**src/rtl/muldiv_seq.sv**
```systemverilog
// muldiv_seq: sequential HI/LO multiply/divide unit for a MIPS-style CPU.
// One radix-2 iteration per cycle (shift-add multiply, restoring divide)
// over 32 cycles, plus a final cycle for sign fixup and the HI/LO write.
//
// Ports
//   clk     rising-edge clock
//   rst     synchronous active-high reset
//   start   issue strobe; op selects MULT/MULTU/DIV/DIVU/MTHI/MTLO (6-7 ignored)
//   op      3-bit operation code
//   rs, rt  operands (rs is also the MTHI/MTLO data)
//   rd_req  CPU is executing MFHI/MFLO this cycle
//   hi, lo  architectural HI/LO registers
//   busy    multiply/divide in progress
//   stall   pipeline hold request: busy & (rd_req | start)
//   done    one-cycle pulse after an arithmetic result is written
module muldiv_seq (
  input  logic        clk,
  input  logic        rst,
  input  logic        start,
  input  logic [2:0]  op,
  input  logic [31:0] rs,
  input  logic [31:0] rt,
  input  logic        rd_req,
  output logic [31:0] hi,
  output logic [31:0] lo,
  output logic        busy,
  output logic        stall,
  output logic        done
);

  localparam logic [5:0] LAST_CNT = 6'd32;

  typedef enum logic {IDLE, RUN} state_t;

  state_t      state, state_nx;
  logic [5:0]  cnt;
  logic        last, step, issue, mt_wr, signed_op;
  logic        is_div, neg_q, neg_r, div0;
  logic [31:0] acc_hi, acc_lo, opb;
  logic signed [31:0] rs_s, rt_s;
  logic [32:0] mul_sum;
  logic [32:0] div_sh;
  logic        div_ge;
  logic [31:0] div_rem;
  logic [31:0] res_hi, res_lo;

  function automatic logic [31:0] mag32(input logic signed [31:0] x, input logic sgn);
    mag32 = (sgn && x[31]) ? 32'(-x) : 32'(x);
  endfunction

  function automatic logic [31:0] fix32(input logic [31:0] v, input logic neg);
    fix32 = neg ? (~v + 32'd1) : v;
  endfunction

  function automatic logic [63:0] fix64(input logic [63:0] v, input logic neg);
    fix64 = neg ? (~v + 64'd1) : v;
  endfunction

  assign rs_s  = rs;
  assign rt_s  = rt;
  assign busy  = (state == RUN);
  assign stall = busy & (rd_req | start);

  // Issue is also accepted on the finishing edge so ops can run back to back.
  always_comb begin
    last      = (state == RUN) && (cnt == LAST_CNT);
    step      = (state == RUN) && (cnt != LAST_CNT);
    issue     = start && !op[2] && ((state == IDLE) || last);
    mt_wr     = start && (state == IDLE) && (op == 3'd4 || op == 3'd5);
    signed_op = !op[0];
    state_nx  = state;
    case (state)
      IDLE:    if (issue) state_nx = RUN;
      RUN:     if (last && !issue) state_nx = IDLE;
      default: state_nx = IDLE;
    endcase
  end

  always_ff @(posedge clk) begin
    if (rst) state <= IDLE;
    else     state <= state_nx;
  end

  // Per-iteration datapath and final sign fixup.
  always_comb begin
    mul_sum = {1'b0, acc_hi} + (acc_lo[0] ? {1'b0, opb} : 33'd0);
    div_sh  = {acc_hi, acc_lo[31]};
    div_ge  = (div_sh >= {1'b0, opb});
    // The true difference is below the divisor, so 32 bits hold it exactly.
    div_rem = div_sh[31:0] - opb;
    res_hi  = acc_hi;
    res_lo  = acc_lo;
    if (is_div) begin
      // Divide by zero yields an all-ones quotient; the restoring loop
      // already leaves |rs| as remainder, and the fixup restores rs.
      res_lo = div0 ? 32'hFFFF_FFFF : fix32(acc_lo, neg_q);
      res_hi = fix32(acc_hi, neg_r);
    end else begin
      {res_hi, res_lo} = fix64({acc_hi, acc_lo}, neg_q);
    end
  end

  always_ff @(posedge clk) begin
    if (rst) begin
      cnt  <= '0;
      hi   <= '0;
      lo   <= '0;
      done <= 1'b0;
    end else begin
      done <= last;
      if (issue)     cnt <= '0;
      else if (step) cnt <= cnt + 6'd1;
      else if (last) cnt <= '0;
      if (last) begin
        hi <= res_hi;
        lo <= res_lo;
      end else if (mt_wr) begin
        if (op[0]) lo <= rs;
        else       hi <= rs;
      end
    end
  end

  // Issue edge: latch magnitudes and result signs / iteration edges.
  always_ff @(posedge clk) begin
    if (issue) begin
      is_div <= op[1];
      neg_q  <= signed_op && (rs[31] ^ rt[31]);
      neg_r  <= signed_op && rs[31];
      div0   <= (rt == 32'd0);
      acc_hi <= '0;
      if (op[1]) begin
        acc_lo <= mag32(rs_s, signed_op);
        opb    <= mag32(rt_s, signed_op);
      end else begin
        acc_lo <= mag32(rt_s, signed_op);
        opb    <= mag32(rs_s, signed_op);
      end
    end else if (step) begin
      if (is_div) begin
        acc_hi <= div_ge ? div_rem : div_sh[31:0];
        acc_lo <= {acc_lo[30:0], div_ge};
      end else begin
        acc_hi <= mul_sum[32:1];
        acc_lo <= {mul_sum[0], acc_lo[31:1]};
      end
    end
  end

endmodule

```
**config.mk**
```make
export PLATFORM = sky130hd
export DESIGN_NAME = muldiv_seq
export DESIGN_NICKNAME = d
export VERILOG_FILES = /design/src/rtl/muldiv_seq.sv
export SDC_FILE = /design/constraint.sdc
export NUM_CORES = 1
export LEC_CHECK = 0
export BUFFER_PORTS_ARGS = -buffer_cell sky130_fd_sc_hd__buf_2
export CORE_UTILIZATION = 55
export CTS_CLUSTER_SIZE = 30
export DETAILED_ROUTE_END_ITERATION = 8
export GPL_TIMING_DRIVEN = 0
export MAX_ROUTING_LAYER = met4
export PLACE_DENSITY_LB_ADDON = 0.15
export SYNTH_ARGS = -nofsm -noshare
export SYNTH_HDL_FRONTEND = slang
export SYNTH_SLANG_ARGS = --single-unit
```
**constraint.sdc**
```tcl
create_clock -name clk -period 9.6 [get_ports clk]
set_input_delay 0.96 -clock clk [delete_from_list [all_inputs] [get_ports clk]]
set_output_delay 0.96 -clock clk [all_outputs]
set_load 0.02 [all_outputs]
```
* Word-level counts from Yosys, hierarchy flattened *
Cells that the tools add are included.

operators by class
  $lt $le $gt $ge = 1
  $add $sub $neg = 8
  reduce and logical (&&, ||, !) cells = 23
  bitwise operators = 7
  mux-type cells = 27
  eq/ne operators = 5

operator list
  operator                 number
  $mux W32                 21
  $add A32 B1 Y32 const B  2
  $add A64 B1 Y64 const B  1
  $mux W64                 1
  $neg A32 Y32             2
  $not A32 Y32             2
  $not A64 Y64             1
  $add A32 B32 Y33         1
  $ge A33 B32 Y1           1
  $logic_not A32 Y1        1
  $sub A32 B32 Y32         1
  $mux W6                  2
  $logic_and A1 B1 Y1      10
  $reduce_bool A2 Y1       4
  $add A6 B1 Y6 const B    1
  $eq A3 B3 Y1 const B     2
  $eq A6 B6 Y1 const B     1
  $ne A6 B6 Y1 const B     1
  $reduce_and A2 Y1        2
  $logic_not A1 Y1         3
  $logic_or A1 B1 Y1       2
  $mux W1                  2
  $ne A2 B1 Y1 const B     1
  $pmux W1 S2              1
  5 further kinds          5

storage, ports and cells
  output and inout bits = 67
  logic and storage cells = 83
  flip-flop bits (word level) = 172
  bits of input ports = 71

* Depth between registers and ports, before layout *
  depth in word-level cells = 8
  depth in mapped cells = 14
  mapped depth without buffers = 12

* Worst setup path after synthesis *
No wires, ideal clock.

  path type = in2reg
  start = in rs[9]
  end = reg acc_lo[29], data pin
  data required time = 9.333 ns
  path buffers = 1
  arrival = 3.103 ns
  setup slack = 6.230 ns
  library setup time = 0.267 ns
  stages = 10
  path through = or3_1 -> or4_1 -> clkbuf_1 -> nor4_1 -> nand3b_1 -> nand2_1 -> xor2_1 -> mux2i_1 -> nand2_1 -> o21ai_0

between the ends
  cells in the longest elaborated chain, start to end = 4

ends and longest elaborated chain
  what                  RTL line  text
  start, declared       21        input logic [31:0] rs,
  $neg A32 Y32          48        mag32 = (sgn && x[31]) ? 32'(-x) : 32'(x);
  $mux W32              48
  $mux W32              132       if (op[1]) begin
  $mux W32              126       if (issue) begin
  end signal, assigned  133       acc_lo <= mag32(rs_s, signed_op);
  end signal, assigned  136       acc_lo <= mag32(rt_s, signed_op);
  end signal, assigned  142       acc_lo <= {acc_lo[30:0], div_ge};
  end, declared         39        logic [31:0] acc_hi, acc_lo, opb;

No other way between the ends.
A chain may end at the register's enable or synchronous reset.

* Final worst setup path *
  start = reg acc_lo[31]
  end = reg acc_lo[0], data pin

between the ends
  cells in the longest elaborated chain, start to end = 4

ends and longest elaborated chain
  what            RTL line  text
  $ge A33 B32 Y1  88        div_ge = (div_sh >= {1'b0, opb});
  $mux W32        140       if (is_div) begin
  $mux W32        139       end else if (step) begin
  $mux W32        126

No other way between the ends. The select of a mux whose other input is x is not followed.

==> results.py <==
metrics = {
    "timing": {
        "finClkSkew_ns": 0.0192,
        "tightest_slew_ns": 1.35,
        "setup_viol": 0,
        "hold_violations": 0,
        "period_needed_ns": 4.99,
        "fmax_ghz": 0.201,
        "hold-worst-slack_ns": 0.530,
        "rsz0062_at_grt": "no",
        "fin_ws_ns": 4.61,
        "maxSlewHeadroom_pct": 9.70,
        "tns_ns": 0,
        "timing.final.crit_share_pct": 52.0,
        "slew_viol_final": 0,
    },
    "clocking": {
        "cts_buffers": 17,
        "holdBufCountCts": 0,
        "postCtsSetupRepairBufs": 0,
        "tritoncts": "yes",
        "clk_latency_ns": 0.46,
        "cts.repair.resized": 0,
        "clock-root-buffer": "clkbuf_16",
        "h-tree-depth": 4,
        "path_clk_slew_ns": 0.09,
        "clockBufferDepth": 2,
        "cts_sinks": 172,
    },
    "grt": {
        "grt_max_degree": 33,
        "gr-usage-met1_pct": 50.3,
        "gr-usage-met3_pct": 5.92,
        "grt_pass1_vias": 14100,
        "grt_pass1_wl_mm": 81.4,
        "grtUsageMet2_pct": 66.1,
        "gr-total-overflow": 0,
        "grt.total_usage_pct": 41.2,
        "grt_busiest_layer": "met2",
        "antenna_found_initial": 1,
    },
    "status": {
        "outcome": "finished, final reports clean",
    },
    "placed_design": {
        "place_area_mm2": 0.0158,
        "hpwlAfterDp_mm": 43.1,
        "port_buffers": 134,
        "pre_cts_slack_ns": 4.84,
        "finalWeightedCongestion": 1.04,
    },
    "yosys": {
        "yosysWarnings": 0,
        "yosysSeqAreaShare_pct": 28.2,
        "synthesis.nets": 1913,
        "ys_types": 76,
        "syn_area_mm2": 0.0146,
        "netlist_instances": 1770,
        "synth_edf_count": 68,
        "synth_top_cell_by_area": "dfxtp_1",
        "async_reset_ff_share_pct": 0,
        "synth_area_leaders": "dfxtp_1 14%, edfxtp_1 14%, mux2i_1 11%, ha_1 6.0%, xnor2_1 5.2%",
        "synth-seq-cells": 172,
        "avgSynthCellArea_um2": 8.27,
        "synth_top_area_share_pct": 14.2,
        "ys.flop_type": "dfxtp_1",
    },
    "setup_path": {
        "start_kind": "register",
        "rr_endpoint": "acc_lo[0]$_DFFE_PP_",
        "cp.required_ns": 9.79,
        "endpoint": "acc_lo[0]$_DFFE_PP_",
        "reg2reg_setup_slack_ns": 4.61,
        "setup.worst_path.class": "register to register",
        "worstSetupStartpoint": "acc_lo[31]$_DFFE_PP_",
        "cp-end-kind": "register",
        "r2r_start": "acc_lo[31]$_DFFE_PP_",
        "cp_max_fo": 10,
        "rr_worst_depth": 13,
        "arrival_ns": 5.18,
    },
    "cells_and_area": {
        "final_common_cell": "nor2_1",
        "fill_cells": 2345,
        "fin_nets": 2067,
        "final_cell_mix": "164 x nor2_1, 157 x mux2i_1, 143 x a21oi_1",
        "area_growth_pct": 12.0,
        "stdcell_area_mm2": 0.0164,
        "drive_gt1_share_pct": 10.5,
    },
    "drt": {
        "route.vias.total": 15000,
        "firstDrtPassIters": 7,
        "wl_per_cell_um": 24.1,
        "post-route-drc-count": 0,
        "wl_mm": 54.9,
        "antenna_left": 0,
        "vias_per_cell": 6.60,
        "drtIter0Drc": 1488,
    },
    "floorplanning": {
        "die_y_um": 165,
        "die_x_um": 165,
        "initial_utilization_pct": 56.2,
        "row_count": 59,
        "core_area_mm2": 0.0261,
        "io_pins": 138,
        "die-area_mm2": 0.0273,
    },
    "run": {
        "maxCapViolations": 0,
    },
    "hold_path": {
        "min_path_type": "register to register",
    },
    "pwr": {
        "ir_worst_vdd_uv": 134,
        "p_leak_nw": 6.96,
        "pwr_density_cell_mw_per_mm2": 193,
    },
}
[metrics by stage]
stage / utilization (%) / std cells / total power, W
3_5_place_dp: 60.4 / 2240 / 0.00236
4_1_cts: 62.9 / 2272 / 0.00310
2_1_floorplan: - / 1770 / 0.00195
6_report: 62.9 / 2273 / 0.00316
5_1_grt: 62.9 / 2273 / 0.00330
3_3_place_gp: 60.3 / 2239 / 0.00235
[registers in the layout (all words and copies together), names as in the netlist]
register  count
acc_hi       32
acc_lo       32
hi           32
lo           32
opb          32
cnt           6
busy          1
div0          1
done          1
is_div        1
neg_q         1
neg_r         1
[worst min-delay path by stage]
stage,start,to,slack (ns),cells after the start
2_1_floorplan,acc_hi[31]$_SDFFE_PP0P_,acc_hi[31]$_SDFFE_PP0P_,0.48,2
3_3_place_gp,acc_hi[31]$_SDFFE_PP0P_,acc_hi[31]$_SDFFE_PP0P_,0.52,2
3_5_place_dp,acc_hi[31]$_SDFFE_PP0P_,acc_hi[31]$_SDFFE_PP0P_,0.52,2
4_1_cts,acc_hi[31]$_SDFFE_PP0P_,acc_hi[31]$_SDFFE_PP0P_,0.54,2
5_1_grt,acc_hi[31]$_SDFFE_PP0P_,acc_hi[31]$_SDFFE_PP0P_,0.59,2
6_report,acc_hi[31]$_SDFFE_PP0P_,acc_hi[31]$_SDFFE_PP0P_,0.53,2
[critical path, stage by stage (launching register included)]
cell and delay, ns:
edfxtp_1 0.55, inv_1 0.32, ha_1 0.26, nor2b_1 0.10, o31a_1 0.28, o31a_1 0.31
o31ai_2 0.57, o31ai_1 0.29, a311oi_1 0.56, buf_2 0.35, buf_1 0.59, nand2_1 0.27
o211ai_1 0.16, o21ai_0 0.11
[where the power goes]
part	internal (W)	total [W]	switching [W]
Clock	0.000361	0.000756	0.000394
Combinational	0.000532	0.00143	0.000896
Sequential	0.000841	0.000979	0.000138
Total	0.00173	0.00316	0.00143
[cell usage after synthesis, types with 26 or more instances]
| cell | n |
|---|---|
| edfxtp_1 | 68 |
| nor2_1 | 164 |
| mux2i_1 | 157 |
| a221oi_1 | 33 |
| clkbuf_1 | 92 |
| a211oi_1 | 37 |
| xnor2_1 | 87 |
| inv_1 | 69 |
| dfxtp_1 | 104 |
| nand2_1 | 111 |
| a21oi_1 | 143 |
| xor2_1 | 83 |
| o21ai_0 | 115 |
| a21o_1 | 36 |
| ha_1 | 70 |
| nor3_1 | 47 |
| nand3_1 | 26 |
[cell families (layout without fill, tap and decap cells)]
logic type,Yosys count,after routing,share of synthesized area (%)
other,0,1,0
muxes,158,158,10.8
adders and majority gates,72,72,6.26
AOI/OAI and AO/OA,510,510,22.8
DFF,172,172,28.2
and+or+nand+nor,507,507,17.0
buffers and inverters,181,348,4.74
xor gates and xnor gates,170,170,10.2
[per-layer routing]
layer  vias up  wire, um
li1       6859         -
met1      7027     21400
met2       898     25100
met3       218      5260
met4         0      3040
met5         -         0
[final cells by class]
cell class | instances | area (um2) | area share, %
inverters | 70 | 263 | 1.60
clock inverters | 15 | 204 | 1.24
clock buffers | 17 | 425 | 2.60
repair buffers | 135 | 698 | 4.26
flip-flops and latches | 172 | 4120 | 25.2
multi-input cells | 1417 | 9820 | 59.9
diodes | 1 | 2.50 | 0.0153
plain buffers | 111 | 432 | 2.63
well taps | 335 | 419 | 2.56
Power figures use the tool's default switching activity.
